$ cat src/rtl/booth_seq_mult.sv
// booth_seq_mult: iterative signed WIDTH x WIDTH radix-2 Booth multiplier.
// The operand pair is taken on a valid/ready handshake. The A/Q/Q_1 state then
// runs through one Booth step per cycle for WIDTH cycles. The 2*WIDTH-bit
// product is offered on a valid/ready handshake.
// Ports:
//   clk, rst_n                 clock, asynchronous active-low reset
//   in_valid / in_ready        operand handshake (in_ready registered)
//   multiplicand, multiplier   signed operands M and Q
//   out_valid / out_ready      result handshake (out_valid registered)
//   product                    signed product, held while out_valid && !out_ready
//   busy                       high while a multiplication is in RUN or DONE
module booth_seq_mult #(
    parameter int unsigned WIDTH = 32,
    parameter int unsigned CNT_W = 6
) (
    input  logic                 clk,
    input  logic                 rst_n,
    input  logic                 in_valid,
    output logic                 in_ready,
    input  logic [WIDTH-1:0]     multiplicand,
    input  logic [WIDTH-1:0]     multiplier,
    output logic                 out_valid,
    input  logic                 out_ready,
    output logic [2*WIDTH-1:0]   product,
    output logic                 busy
);

    // The Booth step datapath is fixed at 32 bits.
    if (WIDTH != 32) begin : g_bad_width
        $error("booth_seq_mult: WIDTH must be 32");
    end
    if ((1 << CNT_W) <= WIDTH) begin : g_bad_cnt
        $error("booth_seq_mult: CNT_W too narrow to hold WIDTH");
    end

    localparam logic [1:0] S_IDLE = 2'd0;
    localparam logic [1:0] S_RUN  = 2'd1;
    localparam logic [1:0] S_DONE = 2'd2;

    localparam logic [WIDTH-1:0]   MIN_NEG     = {1'b1, {(WIDTH-1){1'b0}}};
    localparam logic [2*WIDTH-1:0] CORNER_PROD = {2'b01, {(2*WIDTH-2){1'b0}}};

    logic [1:0]           state_q, state_d;
    logic [WIDTH-1:0]     a_q, a_d;
    logic [WIDTH-1:0]     q_q, q_d;
    logic [WIDTH-1:0]     m_q, m_d;
    logic                 q1_q, q1_d;
    logic [CNT_W-1:0]     cnt_q, cnt_d;
    logic                 corner_q, corner_d;
    logic [2*WIDTH-1:0]   prod_q, prod_d;
    logic                 out_valid_q, out_valid_d;
    logic                 in_ready_q, in_ready_d;
    logic                 busy_q, busy_d;

    logic [WIDTH:0]       sum_c;
    logic [WIDTH-1:0]     next_a_c;
    logic [WIDTH-1:0]     next_q_c;
    logic                 next_q1_c;

    // One radix-2 Booth step. A is extended by one bit so that the add or
    // subtract cannot overflow before the arithmetic right shift.
    always_comb begin
        sum_c = {a_q[WIDTH-1], a_q};
        unique case ({q_q[0], q1_q})
            2'b01:   sum_c = {a_q[WIDTH-1], a_q} + {m_q[WIDTH-1], m_q};
            2'b10:   sum_c = {a_q[WIDTH-1], a_q} - {m_q[WIDTH-1], m_q};
            default: sum_c = {a_q[WIDTH-1], a_q};
        endcase
        next_a_c  = sum_c[WIDTH:1];
        next_q_c  = {sum_c[0], q_q[WIDTH-1:1]};
        next_q1_c = q_q[0];
    end

    // Next-state and registered-output logic.
    always_comb begin
        state_d  = state_q;
        a_d      = a_q;
        q_d      = q_q;
        m_d      = m_q;
        q1_d     = q1_q;
        cnt_d    = cnt_q;
        corner_d = corner_q;
        prod_d   = prod_q;

        unique case (state_q)
            S_IDLE: begin
                if (in_valid && in_ready_q) begin
                    a_d      = '0;
                    q1_d     = 1'b0;
                    cnt_d    = CNT_W'(WIDTH);
                    corner_d = (multiplicand == MIN_NEG) && (multiplier == MIN_NEG);
                    // Keep -2^(WIDTH-1) out of M, since it cannot be negated in WIDTH bits.
                    if ((multiplicand == MIN_NEG) && (multiplier != MIN_NEG)) begin
                        m_d = multiplier;
                        q_d = multiplicand;
                    end else begin
                        m_d = multiplicand;
                        q_d = multiplier;
                    end
                    state_d = S_RUN;
                end
            end
            S_RUN: begin
                a_d   = next_a_c;
                q_d   = next_q_c;
                q1_d  = next_q1_c;
                cnt_d = cnt_q - CNT_W'(1);
                if (cnt_q == CNT_W'(1)) begin
                    prod_d  = corner_q ? CORNER_PROD : {next_a_c, next_q_c};
                    state_d = S_DONE;
                end
            end
            S_DONE: begin
                if (out_ready) begin
                    state_d = S_IDLE;
                end
            end
            default: state_d = S_IDLE;
        endcase

        out_valid_d = (state_d == S_DONE);
        in_ready_d  = (state_d == S_IDLE);
        busy_d      = (state_d != S_IDLE);
    end

    // State and datapath registers.
    always_ff @(posedge clk or negedge rst_n) begin
        if (!rst_n) begin
            state_q     <= S_IDLE;
            a_q         <= '0;
            q_q         <= '0;
            m_q         <= '0;
            q1_q        <= 1'b0;
            cnt_q       <= '0;
            corner_q    <= 1'b0;
            prod_q      <= '0;
            out_valid_q <= 1'b0;
            in_ready_q  <= 1'b1;
            busy_q      <= 1'b0;
        end else begin
            state_q     <= state_d;
            a_q         <= a_d;
            q_q         <= q_d;
            m_q         <= m_d;
            q1_q        <= q1_d;
            cnt_q       <= cnt_d;
            corner_q    <= corner_d;
            prod_q      <= prod_d;
            out_valid_q <= out_valid_d;
            in_ready_q  <= in_ready_d;
            busy_q      <= busy_d;
        end
    end

    assign in_ready  = in_ready_q;
    assign out_valid = out_valid_q;
    assign product   = prod_q;
    assign busy      = busy_q;

endmodule

$ cat config.mk
export PLATFORM = sky130hd
export DESIGN_NAME = booth_seq_mult
export DESIGN_NICKNAME = d
export VERILOG_FILES = /design/src/rtl/booth_seq_mult.sv
export SDC_FILE = /design/constraint.sdc
export NUM_CORES = 1
export LEC_CHECK = 0
export CAP_MARGIN = 40
export CORE_AREA = 5 5 177 136
export DETAILED_ROUTE_END_ITERATION = 10
export DIE_AREA = 0 0 182 141
export DONT_BUFFER_PORTS = 1
export PLACE_DENSITY = 0.56
export SETUP_SLACK_MARGIN = 0.5
export SLEW_MARGIN = 10
export SYNTH_ARGS = -nofsm -noshare
export SYNTH_HDL_FRONTEND = slang
export SYNTH_SLANG_ARGS = --single-unit
export TNS_END_PERCENT = 10
$ cat constraint.sdc
create_clock -name clk -period 5.8 [get_ports clk]
set_clock_uncertainty 0.05 [all_clocks]
set_input_delay 1.16 -clock clk [delete_from_list [all_inputs] [get_ports clk]]
set_output_delay 1.16 -clock clk [all_outputs]
set_load 0.1 [all_outputs]
Word level (Yosys, flattened, before mapping)
Cells that the tools add are included.
{"block": "word_totals", "out_inout_bits": 67, "regBits": 173, "elab_cells": 50, "inputBits": 68}
{"block": "op_classes", "n_reduce_logical": 10, "muxes": 16, "eq_ne": 10, "add_sub_neg": 3}
{"op": "two-way mux 32 bit", "n": 4}
{"op": "case mux 32 bit (2 select lines)", "n": 2}
{"op": "case mux 33 bit (2 select lines)", "n": 1}
{"op": "equality test 32 bit, second input constant", "n": 2}
{"op": "two-way mux 64 bit", "n": 1}
{"op": "adder 32 x 32 -> 33 bit", "n": 1}
{"op": "subtractor 32 x 32 -> 33 bit", "n": 1}
{"op": "!= test 32 bit, second input constant", "n": 1}
{"op": "case mux 6 bit (2 select lines)", "n": 1}
{"op": "equality test 2 bit, second input constant", "n": 3}
{"op": "equality test 6 x 1 -> 1 bit, second input constant", "n": 1}
{"op": "two-way mux 2 bit", "n": 3}
{"op": "two-way mux 6 bit", "n": 1}
{"op": "case mux 2 bit (3 select lines)", "n": 1}
{"op": "AND reduction 2 bit", "n": 3}
{"op": "subtractor 6 x 1 -> 6 bit, second input constant", "n": 1}
{"op": "equality test 2 x 1 -> 1 bit, second input constant", "n": 2}
{"op": "zero test 2 bit", "n": 2}
{"op": "nonzero test 2 bit", "n": 2}
{"op": "logical AND 1 bit", "n": 3}
{"op": "!= test 2 bit, second input constant", "n": 1}
{"op": "case mux 1 bit (2 select lines)", "n": 1}
{"op": "two-way mux 1 bit", "n": 1}

Depth between registers and ports, before layout
Gate-level depths: netlist of the first run.
{"block": "depth", "word_depth": 5, "mapped_depth": 17, "ltp_nobuf": 17}

Worst setup path before layout of the first run
OpenSTA, ideal clock, no wires.
{"block": "synth_path", "path_kind": "flip-flop to flip-flop", "start": "register m_q[3]", "end": "register a_q[31]", "setup_ps": 127, "stages_incl_launch_ff": 18, "t_arrival_ps": 3931, "slack_ps": 1693, "t_required_ps": 5623, "period_less_slack_ps": 4107, "cell_sequence": "dfrtp_1 or4_1 nor4_1 nand2_1 o21bai_1 o21ai_0 nor2_1 xnor2_1 ha_1 clkbuf_1 a21oi_1 o21ai_0 a221o_1 a21oi_1 o21ai_0 and3_1 o211ai_1 o21ai_1"}
{"block": "synth_between", "elab_chain_cells": 3}
{"item": "from (decl)", "line_no": "46", "rtl": "logic [WIDTH-1:0] m_q, m_d;"}
{"item": "from (signal assigned)", "line_no": "144", "rtl": "m_q <= m_d;"}
{"item": "subtractor 32 x 32 -> 33 bit or adder 32 x 32 -> 33 bit (tied branches)", "line_no": "66, 65"}
{"item": "case mux 33 bit (2 select lines) (*)", "line_no": "64", "rtl": "unique case ({q_q[0], q1_q})"}
{"item": "case mux 32 bit (2 select lines) (*)", "line_no": "85", "rtl": "unique case (state_q)"}
{"item": "to (signal assigned)", "line_no": "130", "rtl": "a_q <= '0;"}
{"item": "to (signal assigned)", "line_no": "142", "rtl": "a_q <= a_d;"}
{"item": "to (decl)", "line_no": "44", "rtl": "logic [WIDTH-1:0] a_q, a_d;"}
Mark *: on every way between the ends. The rest lies on a longest branch, timed or not.
A chain may end at the register's enable or synchronous reset.

Worst setup path after layout of the first run
Ends and elaborated chain as after synthesis.

==> impl_metrics.csv, run 1 <==
group,metric,value,unit
floorplanning,placeableCoreArea,0.0224,mm²
synth,yosys_warnings,0,
timing,fin_crit,4.67,ns
clocking,holdBufCountCts,0,
setup_path,critPathRequiredTime,6.06,ns
timing,max_freq,214,MHz
setup_path,cpPeakStageDelay,0.58,ns
timing,fin_crit_sh,80.5,%
placement,hpwl,20800,µm
finish,nets,1264,
setup_path,worstPathArrival,4.93,ns
run_status,outcome,"finished clean",
clocking,ctsRootBufferMaster,"clkbuf_16",
synth,ys_top_cells_by_count,"dfrtp_1 (172), nand2_1 (150), o21ai_0 (118)",
floorplanning,num_io_pins,135,
global_route,grt_max_degree,174,
floorplanning,rows,48,
clocking,cts_tree,"yes",
drt,drc,0,
synth,synth_top_cell_by_area,"dfrtp_1",
min_path,min_path_type,"primary input to asynchronous set/reset pin",
clocking,post-cts-setup-buffers,0,
floorplanning,fp.dieArea,0.0257,mm²
synth,yosysSeqAreaShare,44.3,%
synth,yosysMostFrequentCell,"dfrtp_1",
setup_path,crit_type,"flop to flop",
timing,hold_violations,0,
drt,antenna_left,0,
synth,synthesis.nets,1211,
drt,vias,8362,
synth,synth_seq_cells,173,
setup_path,crit_chain,"or4_1, nor4_1, buf_4, nand2_1, o21bai_1, o21ai_0, nor2_1, xnor2_1, ha_1, a21oi_1, o21ai_0, a221o_1, a21oi_1, o21ai_0, a21o_1, a31oi_1, o21ai_1",
synth,yosys.area_share.adder,4.81,%
synth,ys_async_sr_fraction,100,%
synth,synth_simple_gate_area_share,17.9,%
setup_path,start_kind,"flop",
floorplanning,die_h,141,µm
setup_path,endpoint_kind,"flop",
global_route,grt_pass1_wl,46200,µm
placement,io_buffers,0,
timing,final.setup.tns,0,ns
synth,synth-xor-area-share,5.10,%
setup_path,crit_path_frequent_cell,"o21ai_0",
clocking,cts_buffers,17,
drt,viasPerCell,5.68,
drt,first_pass_iters,9,
clocking,cts.sinks,173,
timing,final-max-slew-violation-count,0,
clocking,cts_resized,0,
synth,synth-main-ff-cell,"dfrtp_1",
flow_run,maxCapViolations,0,
synth,synth_mux_area_share,0.844,%
timing,setup_viol,0,
drt,wl,28400,µm
synth,syn_area,0.00979,mm²
synth,avgSynthCellArea,8.85,µm²
global_route,grt_remaining_overflow,0,
timing,relSlewSlack,40.0,%
drt,drtIter0Drc,835,
synth,yosysTopAreaCellShare,44.0,%
drt,routedWlPerCell,19.3,µm
synth,netlist_instances,1106,
synth,synth_cell_types,61,
floorplanning,die_w,182,µm
clocking,clk_pin_slew,0.08,ns
global_route,grt_pass1_vias,8226,
setup_path,worst-r2r-cell-count,17,
floorplanning,start_util,43.7,%
setup_path,crit_fanout,7,
clocking,cts_buffer_depth,2,
global_route,antenna_found_initial,0,
timing,worstMarginPinSlew,0.900,ns
synth,synthTopCellsByArea,"dfrtp_1 (44%), o21ai_0 (6.0%), nand2_1 (5.8%), ha_1 (4.6%), a21oi_1 (4.6%)",
finish,diodes,0,
finish,drive_gt1_share,9.47,%
global_route,grtUsageTotal,22.5,%
timing,rsz0062_at_grt,"false",
clocking,h-tree-depth,4,
synth,synth_top_family_by_area,"compound AO/OA/AOI/OAI gates",
synth,synth_edf_count,0,
placement,place_congestion,0.930,
clocking,clock_latency,0.44,ns
setup_path,cp_slowest_cell,"or4_1",
finish,area_delta_synth_final,24.3,%
synth,synth-compound-area-share,22.3,%
-- cells in the final DEF (no fill, tap or decap), types with 35 or more instances in the layout --
cell / netlist / routed
buf_16: 0 / 50
a21oi_1: 89 / 89
inv_1: 56 / 56
nor2_1: 54 / 52
ha_1: 36 / 36
dfrtp_1: 172 / 172
buf_1: 10 / 35
o21ai_0: 118 / 118
nand3_1: 37 / 36
nand2b_1: 37 / 36
xnor2_1: 44 / 44
nand2_1: 150 / 149
-- final timing paths --
| path | start | endpoint | slack, ns |
|---|---|---|---|
| max | m_q[3] | a_q[31] | 1.13 |
| min | rst_n | product[24] | 0.35 |
| max reg2reg | m_q[3] | a_q[31] | 1.13 |
| min reg2reg | cnt_q[5] | cnt_q[5] | 0.44 |
| max in group asynchronous | rst_n | a_q[15] | 5.04 |
| min in group clk | cnt_q[5] | cnt_q[5] | 0.44 |
-- kinds of logic after synthesis --
| family | count (synthesis) |
|---|---|
| XOR/XNOR | 57 |
| multiplexers | 8 |
| adder cells (fa/ha/maj) | 37 |
| AO/OA/AOI/OAI | 342 |
| flip-flops | 173 |
| buffers and inverters | 124 |
| AND/OR/NAND/NOR | 365 |
-- critical path: cells and delay by family (launching register included) --
family	cells	cell delay, ns
AOI/OAI and AO/OA	10	2.35
xor gates and xnor gates	1	0.15
adders and majority gates	1	0.35
buffers and inverters	1	0.19
DFF	1	0.43
and+or+nand+nor	4	1.04
-- stage by stage --
stage                     utilization [%]  instance area [µm²]  hold slack (ns)  std cells  setup slack, ns
after detailed placement             50.7                11400            0.418       1427             1.24
after floorplan                         -                 9790            0.395       1106             1.69
after global placement               44.7                10000            0.415       1348             1.34
final                                54.3                12200            0.353       1472             1.13
after global routing                 54.3                12200            0.330       1472            0.700
after CTS                            53.3                11900            0.343       1459             1.20
-- metal layers --
metal	up-vias	wire [µm]	GRT usage, %
met3	21	1750	5.06
met5	-	0	0
met4	0	338	4.90
met2	213	12700	34.7
met1	4039	13700	32.6
li1	4089	-	-
-- final cells by class --
cell class	count	area, µm²
Clock buffer	18	429
Tap cell	300	375
Timing Repair Buffer	102	1630
Multi-Input combinational cell	809	5030
Fill cell	2073	10200
Sequential cell	173	4330
Clock inverter	14	163
Inverter	56	210
-- registers in the layout, summed over array words and instances, names as in the netlist --
| signal | cells |
|---|---|
| a_q | 32 |
| busy | 1 |
| cnt_q | 6 |
| corner_q | 1 |
| in_ready | 1 |
| m_q | 32 |
| out_valid | 1 |
| product | 64 |
| q1_q | 1 |
| q_q | 32 |
| state_q | 2 |
Power of run 1 is left out: the tool's default activity adds up to more than one toggle a clock period on the data nets, which glitch-free logic cannot reach.
==> inputs of run 2 (changes only) <==
--- a/config.mk
+++ b/config.mk
@@ -5,10 +5,11 @@
 export SDC_FILE = /design/constraint.sdc
 export NUM_CORES = 1
 export LEC_CHECK = 0
+export ABC_AREA = 1
 export CAP_MARGIN = 40
-export CORE_AREA = 5 5 177 136
+export CORE_AREA = 5 5 185 142
 export DETAILED_ROUTE_END_ITERATION = 10
-export DIE_AREA = 0 0 182 141
+export DIE_AREA = 0 0 190 147
 export DONT_BUFFER_PORTS = 1
 export PLACE_DENSITY = 0.56
 export SETUP_SLACK_MARGIN = 0.5
==> constraint.sdc (replaced) <==
create_clock -name clk -period 4.6 [get_ports clk]
set_clock_uncertainty 0.05 [all_clocks]
set_input_delay 0.92 -clock clk [delete_from_list [all_inputs] [get_ports clk]]
set_output_delay 0.92 -clock clk [all_outputs]
set_load 0.1 [all_outputs]
==> run 2 against run 1 <==
Clock-buffer cell count up 2. Global-route usage up 2.2 points. Setup slack worse by 0.21 ns.
==> impl_metrics.csv, run 2 <==
group,metric,value,unit
run_status,outcome,"finished clean",
synth,synth_top_family_by_area,"simple AND/OR/NAND/NOR gates",
clocking,cts_resized,0,
clocking,clock_latency,0.45,ns
floorplanning,num_io_pins,135,
timing,final-max-slew-violation-count,0,
finish,area_delta_synth_final,22.6,%
placement,place_congestion,0.923,
floorplanning,placeableCoreArea,0.0245,mm²
synth,ys_async_sr_fraction,100,%
finish,multiInputGateArea,0.00550,mm²
floorplanning,start_util,44.0,%
synth,synth-xor-area-share,2.93,%
timing,worstMarginPinSlew,0.900,ns
drt,drtIter0Drc,647,
drt,first_pass_iters,7,
clocking,cts_buffers,17,
synth,synth_simple_gate_area_share,30.1,%
placement,io_buffers,0,
synth,yosys_warnings,0,
timing,final.setup.tns,0,ns
timing,fin_crit,3.68,ns
synth,netlist_instances,1460,
floorplanning,die_h,147,µm
drt,vias,9848,
setup_path,startpoint,"m_q[0]",
clocking,holdBufCountCts,0,
timing,hold_violations,0,
setup_path,endpoint_kind,"flop",
placement,hpwl,25100,µm
setup_path,worstPathArrival,3.94,ns
clocking,clk_pin_slew,0.07,ns
setup_path,critPathRequiredTime,4.86,ns
floorplanning,rows,50,
finish,largest_reg_flops,64,
synth,synth_top_cell_by_area,"dfrtp_1",
setup_path,reg2reg_slack,0.92,ns
finish,diodes,0,
finish,final-seq-area,0.00433,mm²
setup_path,crit_fanout,5,
setup_path,start_kind,"flop",
flow_run,maxCapViolations,0,
clocking,h-tree-depth,4,
global_route,antenna_found_initial,0,
synth,synth_edf_count,0,
synth,syn_area,0.0108,mm²
synth,synth_mux_area_share,0.186,%
drt,wl,33800,µm
clocking,cts_tree,"yes",
clocking,cts_buffer_depth,2,
global_route,grt_pass1_wl,54600,µm
synth,synth_cell_types,49,
finish,layout_common_cells,"nand2_1 (373), inv_1 (172), dfrtp_1 (172)",
timing,relSlewSlack,40.0,%
synth,synth-compound-area-share,13.5,%
synth,avgSynthCellArea,7.37,µm²
floorplanning,die_w,190,µm
clocking,ctsRootBufferMaster,"clkbuf_16",
synth,yosys.area_share.adder,4.37,%
clocking,cts.sinks,173,
global_route,grt_remaining_overflow,0,
timing,fin_crit_sh,80.0,%
timing,rsz0062_at_grt,"false",
finish,nFillCells,2347,
synth,yosysTopAreaCellShare,40.0,%
clocking,post-cts-setup-buffers,0,
synth,synthesis.nets,1565,
finish,nets,1631,
floorplanning,fp.dieArea,0.0279,mm²
timing,max_freq,272,MHz
drt,viasPerCell,5.25,
synth,synth-main-ff-cell,"dfrtp_1",
synth,synth_seq_cells,173,
setup_path,r2r_end,"a_q[26]",
global_route,grt_pass1_vias,9600,
timing,setup_viol,0,
global_route,grtUsageTotal,24.7,%
setup_path,r2r_start,"m_q[0]",
synth,yosysMostFrequentCell,"nand2_1",
synth,ys_top_cells_by_count,"nand2_1 (374), inv_1 (173), dfrtp_1 (172)",
synth,synthTopCellsByArea,"dfrtp_1 (40%), nand2_1 (13%), nand3_1 (6.0%), inv_1 (6.0%), nor2_1 (5.5%)",
drt,drc,0,
drt,antenna_left,0,
setup_path,crit_type,"flop to flop",
drt,routedWlPerCell,18.0,µm
setup_path,worst-r2r-cell-count,19,
finish,final_common_cell,"nand2_1",
finish,drive_gt1_share,10.1,%
global_route,grt_max_degree,174,
synth,yosysSeqAreaShare,40.3,%
min_path,min_path_type,"primary input to asynchronous set/reset pin",
[run 2: logic make-up after synthesis]
| kind of cell | count (synthesis) |
|---|---|
| AOI/OAI and AO/OA | 234 |
| xor gates and xnor gates | 36 |
| adders and majority gates | 37 |
| buffers and inverters | 237 |
| DFF | 173 |
| muxes | 2 |
| and+or+nand+nor | 741 |
[run 2: area by class of cell]
cell class / count / area share [%]
Inverter: 180 / 5.12
Clock buffer: 20 / 3.31
Tap cell: 338 / 3.21
Multi-Input combinational cell: 1050 / 41.7
Timing Repair Buffer: 104 / 12.4
Clock inverter: 12 / 1.40
Sequential cell: 173 / 32.8
[run 2: how the worst max path moves through the flow]
| stage | to | cells past startpoint |
|---|---|---|
| 6_report | a_q[26] | 19 |
| 5_1_grt | product[59] | 21 |
| 4_1_cts | product[63] | 21 |
| 3_5_place_dp | product[63] | 21 |
| 3_3_place_gp | product[59] | 21 |
| 2_1_floorplan | a_q[26] | 17 |
[run 2: worst max-delay path, cell delays in order, from the launching register on]
cell     delay, ns
dfrtp_1       0.38
inv_1         0.12
ha_1          0.21
nand2_2       0.10
nor2_4        0.19
nand3_2       0.11
nand2_2       0.10
o21a_4        0.15
xor2_1        0.26
ha_1          0.34
a21oi_1       0.30
nand2_1       0.18
a21oi_1       0.46
nor2_1        0.09
nor2_1        0.13
nand2_1       0.07
nand2_1       0.05
nand3_1       0.08
nand3_1       0.10
o21ai_1       0.06
[run 2: stage by stage]
stage | setup WS, ns | hold slack (ns) | instance area (µm²) | util, % | instances
2_1_floorplan | 1.76 | 0.401 | 10800 | - | 1460
3_3_place_gp | 1.07 | 0.420 | 11000 | 45.0 | 1752
3_5_place_dp | 1.05 | 0.416 | 12300 | 50.4 | 1832
4_1_cts | 1.04 | 0.0991 | 12900 | 52.9 | 1864
5_1_grt | 0.694 | 0.0891 | 13200 | 53.9 | 1877
6_report | 0.919 | 0.115 | 13200 | 53.9 | 1877
[run 2: routing by layer]
layer | part of all wire [%] | wire length, µm | vias up | GRT usage, %
met4 | 1.1 | 359 | 0 | 5.28
met5 | 0 | 0 | - | 0
met2 | 45 | 15100 | 266 | 37.7
met3 | 6.4 | 2180 | 22 | 6.03
li1 | - | - | 4940 | -
met1 | 48 | 16200 | 4620 | 35.8
Power of run 2 is left out for the same reason.
